`src/rtl/dmem_arbiter.sv`:
```
// dmem_arbiter: shares one single-port synchronous data memory between the
// core load/store path (side 0) and the debug/loader port (side 1).
// Round-robin arbitration, bounded locked bursts, and routing of the
// one-cycle-latency read data back to the side that issued the read.
module dmem_arbiter #(
  parameter int ADDR_W   = 32,
  parameter int DATA_W   = 32,
  parameter int MAX_LOCK = 8
) (
  input  logic                clk,
  input  logic                reset,
  // core requester
  input  logic                c_req,
  input  logic                c_lock,
  input  logic                c_we,
  input  logic [ADDR_W-1:0]   c_addr,
  input  logic [DATA_W-1:0]   c_wdata,
  input  logic [DATA_W/8-1:0] c_be,
  output logic                c_gnt,
  output logic                c_rvalid,
  output logic [DATA_W-1:0]   c_rdata,
  // debug/loader requester
  input  logic                d_req,
  input  logic                d_lock,
  input  logic                d_we,
  input  logic [ADDR_W-1:0]   d_addr,
  input  logic [DATA_W-1:0]   d_wdata,
  input  logic [DATA_W/8-1:0] d_be,
  output logic                d_gnt,
  output logic                d_rvalid,
  output logic [DATA_W-1:0]   d_rdata,
  // memory side
  output logic                mem_en,
  output logic                mem_we,
  output logic [ADDR_W-1:0]   mem_addr,
  output logic [DATA_W-1:0]   mem_wdata,
  output logic [DATA_W/8-1:0] mem_be,
  input  logic [DATA_W-1:0]   mem_rdata
);

  localparam int CNT_W = $clog2(MAX_LOCK + 1);
  localparam logic [CNT_W-1:0] LOCK_MAX = CNT_W'(MAX_LOCK);

  typedef enum logic {SIDE_CORE = 1'b0, SIDE_DBG = 1'b1} side_e;

  side_e             last_owner, last_owner_nxt;
  logic              locked,     locked_nxt;
  logic [CNT_W-1:0]  lock_cnt,   lock_cnt_nxt;
  logic              rd_pend,    rd_pend_nxt;
  side_e             rd_tag,     rd_tag_nxt;

  logic              gnt_vld;
  side_e             gnt_side;
  logic              own_req, oth_req;
  logic              sel_lock, sel_we;

  // State register; last_owner resets to debug so the core wins the first contention.
  always_ff @(posedge clk or negedge reset) begin
    if (!reset) begin
      last_owner <= SIDE_DBG;
      locked     <= 1'b0;
      lock_cnt   <= '0;
      rd_pend    <= 1'b0;
      rd_tag     <= SIDE_CORE;
    end else begin
      // NOTE: non-blocking assignments so every register samples the pre-edge values.
      last_owner <= last_owner_nxt;
      locked     <= locked_nxt;
      lock_cnt   <= lock_cnt_nxt;
      rd_pend    <= rd_pend_nxt;
      rd_tag     <= rd_tag_nxt;
    end
  end

  // Grant decision: honour a live lock up to MAX_LOCK beats, else round-robin.
  always_comb begin
    // NOTE: every comb output gets a default first so no path infers a latch.
    gnt_vld  = 1'b0;
    gnt_side = SIDE_CORE;
    own_req  = (last_owner == SIDE_DBG) ? d_req : c_req;
    oth_req  = (last_owner == SIDE_DBG) ? c_req : d_req;
    if (!reset) begin
      gnt_vld = 1'b0;
    end else if (locked && own_req) begin
      gnt_vld = 1'b1;
      if (lock_cnt < LOCK_MAX || !oth_req) gnt_side = last_owner;
      else                                 gnt_side = side_e'(~last_owner);
    end else if (c_req && d_req) begin
      gnt_vld  = 1'b1;
      gnt_side = side_e'(~last_owner);
    end else if (c_req) begin
      gnt_vld  = 1'b1;
      gnt_side = SIDE_CORE;
    end else if (d_req) begin
      gnt_vld  = 1'b1;
      gnt_side = SIDE_DBG;
    end
  end

  // Next-state: ownership, lock run length and the read-return tag.
  always_comb begin
    sel_lock       = (gnt_side == SIDE_DBG) ? d_lock : c_lock;
    sel_we         = (gnt_side == SIDE_DBG) ? d_we   : c_we;
    last_owner_nxt = last_owner;
    locked_nxt     = locked;
    lock_cnt_nxt   = lock_cnt;
    rd_pend_nxt    = 1'b0;
    rd_tag_nxt     = rd_tag;
    if (gnt_vld) begin
      last_owner_nxt = gnt_side;
      if (sel_lock) begin
        locked_nxt = 1'b1;
        if (locked && last_owner == gnt_side)
          lock_cnt_nxt = (lock_cnt >= LOCK_MAX) ? LOCK_MAX : lock_cnt + 1'b1;
        else
          lock_cnt_nxt = CNT_W'(1);
      end else begin
        locked_nxt   = 1'b0;
        lock_cnt_nxt = '0;
      end
      if (!sel_we) begin
        rd_pend_nxt = 1'b1;
        rd_tag_nxt  = gnt_side;
      end
    end else if (locked) begin
      // Owner went idle with nobody granted: the lock is dropped.
      locked_nxt   = 1'b0;
      lock_cnt_nxt = '0;
    end
  end

  // Outputs: grant strobes, memory mux (zero when idle), read-data steering.
  always_comb begin
    c_gnt     = gnt_vld && (gnt_side == SIDE_CORE);
    d_gnt     = gnt_vld && (gnt_side == SIDE_DBG);
    mem_en    = gnt_vld;
    mem_we    = 1'b0;
    mem_addr  = '0;
    mem_wdata = '0;
    mem_be    = '0;
    if (c_gnt) begin
      mem_we    = c_we;
      mem_addr  = c_addr;
      mem_wdata = c_wdata;
      mem_be    = c_be;
    end else if (d_gnt) begin
      mem_we    = d_we;
      mem_addr  = d_addr;
      mem_wdata = d_wdata;
      mem_be    = d_be;
    end
    c_rvalid = rd_pend && (rd_tag == SIDE_CORE);
    d_rvalid = rd_pend && (rd_tag == SIDE_DBG);
    c_rdata  = c_rvalid ? mem_rdata : '0;
    d_rdata  = d_rvalid ? mem_rdata : '0;
  end

endmodule

```
`config.mk`:
```
export PLATFORM = sky130hd
export DESIGN_NAME = dmem_arbiter
export DESIGN_NICKNAME = d
export VERILOG_FILES = /design/src/rtl/dmem_arbiter.sv
export SDC_FILE = /design/constraint.sdc
export NUM_CORES = 1
export LEC_CHECK = 0
export ABC_AREA = 1
export BUFFER_PORTS_ARGS = -buffer_cell sky130_fd_sc_hd__buf_4
export CORE_AREA = 4 4 118 120
export CTS_CLUSTER_SIZE = 8
export DETAILED_ROUTE_END_ITERATION = 12
export DIE_AREA = 0 0 122 124
export PLACE_DENSITY = 0.53
export SYNTH_ARGS = -nofsm -noshare
export SYNTH_HDL_FRONTEND = slang
export SYNTH_SLANG_ARGS = --single-unit
```
`constraint.sdc`:
```
create_clock -name clk -period 2.2 [get_ports clk]
set_clock_uncertainty 0.15 [all_clocks]
set_input_delay 0.22 -clock clk [delete_from_list [all_inputs] [get_ports clk]]
set_output_delay 0.22 -clock clk [all_outputs]
set_load 0.005 [all_outputs]
```
==> impl_metrics.yaml, run 1 <==
run:
  drv_cap: 0
finish:
  layout_common_cells: "buf_4 (322), a22o_1 (68), nor2_1 (66)"
  area_growth_pct: 177.2
  finish.instance_area_mm2: 0.004584
  final-instance-count-excl-fill: 753
  drive_gt1_share_pct: 62.05
  num_antenna_cells: 0
  fin_nets: 756
  mostFrequentLayoutCell: "buf_4"
clock_network:
  clockBufferDepth: 2
  root_buffer: "clkbuf_16"
  path_clk_slew_ns: 0.04
  cts_num_sinks: 8
  cts_buffers: 3
  h-tree-depth: 1
  tritoncts: "yes"
  clk-insertion-delay-late_ns: 0.24
sta:
  finalSetupViolCount: 0
  timing.final.crit_share_pct: 98.40
  slew_headroom_pct: 59.43
  drv_slew: 0
  finalCriticalPeriod_ns: 2.165
  hold_viol_final: 0
  max_freq_mhz: 461.9
  worst_pin_slew_ns: 0.6070
place:
  port-buffer-count: 313
  place_inst: 729
  gp_congestion: 0.8157
  place_area_mm2: 0.004154
  dp_hpwl_um: 10310
critical_path:
  reg2reg_depth: 8
  critical-path-top-cell-by-count: "nand2_8"
  timing.setup.critical_path_class: "register to output pin"
  crit-reg2reg-launch: "last_owner"
  crit_path_end: "mem_addr[7]"
  arrival_ns: 1.79
  rr_endpoint: "rd_tag"
  slowest_delay_ns: 0.54
  end_kind: "output pin"
  crit_fanout: 6
  start_kind: "register"
  crit_path_start: "last_owner"
  cp_slowest_cell: "dfstp_2"
  worstPathCellList: "nand3_2 -> nand3_4 -> nand2_8 -> nand2_8 -> inv_16 -> buf_12 -> a22o_1 -> buf_4"
  cp.required_ns: 1.83
  rrSetupSlack_ns: 0.41
detailed_routing:
  via_per_inst: 4.165
  ant_nets: 0
  wl_per_cell_um: 17.35
  routed_wl_um: 13060
  num_vias: 3136
  dr.first_iter.drc_count: 111
  route.detailed.drc: 0
  dr.pass1.iters: 4
global_routing:
  grt_max_degree: 41
  antenna_found_initial: 0
  grt_overflow_total: 0
  globalRouteTotalUtil_pct: 13.30
  grt_pass1_vias: 2913
  grt_pass1_wl_um: 15610
power:
  leakage_uw: 0.002704
  powerDensity_mw_per_mm2: 327.0
  power.switching_uw: 489.2
  p_seq_share_pct: 11.5
  p_sw_share_pct: 32.63
  ir_drop_v: 0.0001654
  p_comb_share_pct: 66.9
  total_power_uw: 1499
  clkPwrFrac_pct: 21.6
  p_int_uw: 1010
yosys:
  synth_seq_area_share_pct: 12.18
  ys_seq_elements: 8
  syn_area_per_cell_um2: 6.564
  synth_fp_nets: 430
  syn_inst: 252
  yosysUniqueCellTypes: 26
  netlist_area_mm2: 0.001654
  ys_warn_count: 0
floorplanning:
  rows: 42
  start_util_pct: 12.74
  io_pins: 314
  die-area_mm2: 0.01513
  core_mm2: 0.01298
  fp.dieW_um: 122
  die-height_um: 124
outcome:
  outcome: "completed"
min_path:
  hp-class: "input pin to register"
## critical path: cells and delay by family, from the launching register on
family                 cells  cell delay [ns]
DFF                        1             0.54
and+or+nand+nor            4             0.45
buffers and inverters      3             0.34
AOI/OAI and AO/OA          1             0.22
## how the worst min path moves through the flow
stage	from	end	slack, ns	cells past startpoint
after floorplan	reset	lock_cnt[0]	-0.23	0
after global placement	reset	lock_cnt[0]	-0.1	1
after detailed placement	reset	lock_cnt[0]	-0.09	1
after CTS	c_we	rd_pend	0.04	2
after global routing	c_we	rd_pend	0.05	2
final	c_we	rd_pend	0.04	2
## metal layers
metal	track usage (%)	vias to the layer above	wire, um
li1	-	1503	-
met1	14.62	1451	4843
met2	26.21	178	6963
met3	3.678	4	1216
met4	1.261	0	40
met5	0	-	0
## cell usage after synthesis, drive strengths merged
cell | instances | area share, %
a22o | 68 | 36
nor2 | 67 | 15
inv | 48 | 11
nand2 | 21 | 5.8
buf | 14 | 9.5
dfrtp | 7 | 11
clkbuf | 6 | 1.4
o21ai | 6 | 2.0
nand3 | 5 | 1.8
a21oi | 2 | 0.61
ha | 2 | 1.5
a22oi | 1 | 0.76
dfstp | 1 | 1.6
nand3b | 1 | 0.45
nand4 | 1 | 0.38
o211ai | 1 | 0.45
or2 | 1 | 0.38
## what timing repair did
item,4_1_cts,5_1_grt
hold endpoints to repair,8,0
hold buffers,1,0
buffers inserted,3,3
pin swaps,2,7
cloned,2,11
resized for setup,4,11
endpoints found under the setup margin,47,60
## registers in the layout (all words and copies together) (netlist names)
register	flops
locked	1
last_owner	1
rd_tag	1
lock_cnt	4
rd_pend	1
## cell families after synthesis
| kind of cell | count (synthesis) | share of synthesized area [%] |
|---|---|---|
| AOI/OAI and AO/OA | 78 | 39.86 |
| and+or+nand+nor | 96 | 24.21 |
| buffers and inverters | 68 | 22.24 |
| DFF | 8 | 12.18 |
| adders and majority gates | 2 | 1.513 |
## power groups by stage
stage          clock (uW)  combinational [uW]  sequential (uW)
6_report              324                1000              172
5_1_grt               332                1080              173
4_1_cts               328                 923              171
3_5_place_dp            0                 893              173
3_3_place_gp            0                 887              172
2_1_floorplan           0                 323              170
## stage by stage
stage,util (%),hold WS [ns],setup slack (ns),TNS [ns]
after CTS,33.27,0.03831,-0.01906,-0.07092
after floorplan,-,-0.2256,0.5710,0
after detailed placement,32.00,-0.09434,0.1161,0
after global routing,35.32,0.04606,-0.008662,-0.01278
final,35.32,0.03769,0.03523,0
after global placement,32.00,-0.09636,0.1944,0
## final cells by class
type / instances / area [um^2]
clock buffer: 4 / 78.83
fill: 1364 / 8396
inverter: 48 / 203.9
multi-input combinational: 176 / 1117
sequential: 8 / 201.4
tap: 176 / 220.2
timing repair buffer: 338 / 2734
timing repair inverter: 3 / 28.78
No activity file was read; power rests on OpenSTA's default activity.
==> inputs of run 2 (changes only) <==
Settings changed: PLACE_DENSITY 0.53 to not set, RECOVER_POWER set to 25.
==> impl_metrics.yaml, run 2 (same netlist as run 1, synthesis figures left out) <==
detailed_routing:
  route.detailed.drc: 0
  num_vias: 3058
  wl_per_cell_um: 14.47
  routed_wl_um: 10770
  via_per_inst: 4.110
  ant_nets: 0
  dr.pass1.iters: 4
  dr.first_iter.drc_count: 95
global_routing:
  grt_pass1_wl_um: 13430
  grt_max_degree: 56
  globalRouteTotalUtil_pct: 10.74
  grt_overflow_total: 0
  grtUsageMet1_pct: 12.89
  busiest_layer: "met2"
  use_met2_pct: 19.92
  antenna_found_initial: 0
  met3_usage_pct: 2.816
  grt_pass1_vias: 2664
clock_network:
  tritoncts: "yes"
  h-tree-depth: 1
  cts_num_sinks: 8
  path_clk_slew_ns: 0.04
  root_buffer: "clkbuf_16"
  clk-insertion-delay-late_ns: 0.24
  cts_buffers: 3
  clockBufferDepth: 2
finish:
  fin_nets: 747
  multi_input_area_mm2: 0.001117
  drive_gt1_share_pct: 61.27
  mostFrequentLayoutCell: "buf_4"
  num_antenna_cells: 0
  layout_common_cells: "buf_4 (317), a22o_1 (68), nor2_1 (66)"
  area_growth_pct: 170.3
  regMostFlops: "lock_cnt"
  n_fill_cell: 1359
  largest_register_ffs: 4
  seqCellArea_um2: 201.4
critical_path:
  crit_fanout: 14
  timing.setup.critical_path_class: "register to output pin"
  arrival_ns: 1.82
  cp_slowest_cell: "dfstp_2"
  crit_family: "flip-flops"
  start_kind: "register"
  end_kind: "output pin"
  cp.required_ns: 1.83
  slowest_delay_ns: 0.54
  worstPathCellList: "inv_2 -> nand2_2 -> nand3_4 -> nand2_8 -> clkinv_8 -> clkbuf_16 -> a22o_1 -> buf_4"
  crit_buf_inv: 4
power:
  clkPwrFrac_pct: 22.4
  leakage_uw: 0.002639
  p_comb_share_pct: 65.5
  powerDensity_mw_per_mm2: 320.6
  p_int_uw: 979.8
  p_seq_share_pct: 12.0
  power.switching_uw: 453.4
  ir_drop_v: 0.0002224
  p_sw_share_pct: 31.63
floorplanning:
  io_pins: 314
  die-height_um: 124
  rows: 42
  core_mm2: 0.01298
  fp.dieW_um: 122
  die-area_mm2: 0.01513
  start_util_pct: 12.74
sta:
  fin_setup_tns_ns: 0
  drv_slew: 0
  timing.final.crit_share_pct: 99.72
  worst_pin_slew_ns: 0.3670
  finalCriticalPeriod_ns: 2.194
  worst_slack_ns: 0.006231
  rsz0062_at_grt: "true"
  hold_viol_final: 0
  finalSetupViolCount: 0
  max_freq_mhz: 455.8
  slew_headroom_pct: 75.46
outcome:
  outcome: "completed"
run:
  drv_cap: 0
place:
  port-buffer-count: 313
  gp_congestion: 0.7879
  pre_cts_slack_ns: 0.2267
  dp_hpwl_um: 8612
min_path:
  hp-class: "input pin to register"
## run 2: cell types whose count changed in the layout (fill, tap and decap cells not counted), sizes merged
cell    change
clkinv      +1
inv         -3
buf         -7
## run 2: path summary, 6_finish.rpt
| kind | endpoint | depth (start not counted) | start | slack, ns |
|---|---|---|---|---|
| setup / recovery | mem_wdata[21] | 8 | last_owner | 0.006 |
| hold / removal | rd_pend | 2 | c_we | 0.05 |
| setup reg to reg | lock_cnt[0] | 9 | lock_cnt[3] | 0.55 |
| hold reg to reg | lock_cnt[3] | 2 | lock_cnt[3] | 0.37 |
| max in group asynchronous | last_owner | 2 | reset | 1.21 |
| min in group asynchronous | lock_cnt[0] | 2 | reset | 0.38 |
## run 2: area by class of cell
| class | instances | share of cell area (%) |
|---|---|---|
| Clock buffer | 4 | 1.763 |
| Inverter | 48 | 4.590 |
| Multi-Input combinational cell | 176 | 24.99 |
| Sequential cell | 8 | 4.506 |
| Tap cell | 176 | 4.926 |
| Timing Repair Buffer | 331 | 59.03 |
| Timing Repair inverter | 1 | 0.1959 |
## run 2: stage by stage
step | instances | power (uW) | hold slack, ns | area, um^2 | utilization [%]
5_1_grt | 744 | 1530 | 0.05149 | 4471 | 34.44
4_1_cts | 733 | 1368 | 0.05242 | 4225 | 32.55
3_5_place_dp | 728 | 1039 | -0.09917 | 4134 | 31.85
3_3_place_gp | 728 | 1027 | -0.1027 | 4134 | 31.85
2_1_floorplan | 252 | 493.8 | -0.2256 | 1654 | -
6_report | 744 | 1433 | 0.05285 | 4471 | 34.44
## run 2: metal layers
layer	up-vias	wire, um	share of wire, %
met4	0	47	0.44
met5	-	0	0
met3	7	1237	11
li1	1481	-	-
met1	1380	3877	36
met2	190	5606	52
## run 2: power groups by stage
| stage | combinational (uW) | clock, uW | sequential [uW] |
|---|---|---|---|
| 6_report | 939 | 322 | 172 |
| 5_1_grt | 1010 | 342 | 173 |
| 4_1_cts | 871 | 327 | 171 |
| 3_5_place_dp | 866 | 0 | 173 |
| 3_3_place_gp | 855 | 0 | 172 |
| 2_1_floorplan | 323 | 0 | 170 |
## run 2: repair_timing
item	in CTS	in global routing
hold buffers	1	0
hold endpoints to repair	8	0
buffers inserted	0	4
resized for setup	1	16
setup endpoints to repair	11	58
gates cloned	0	7
pin swaps	0	21
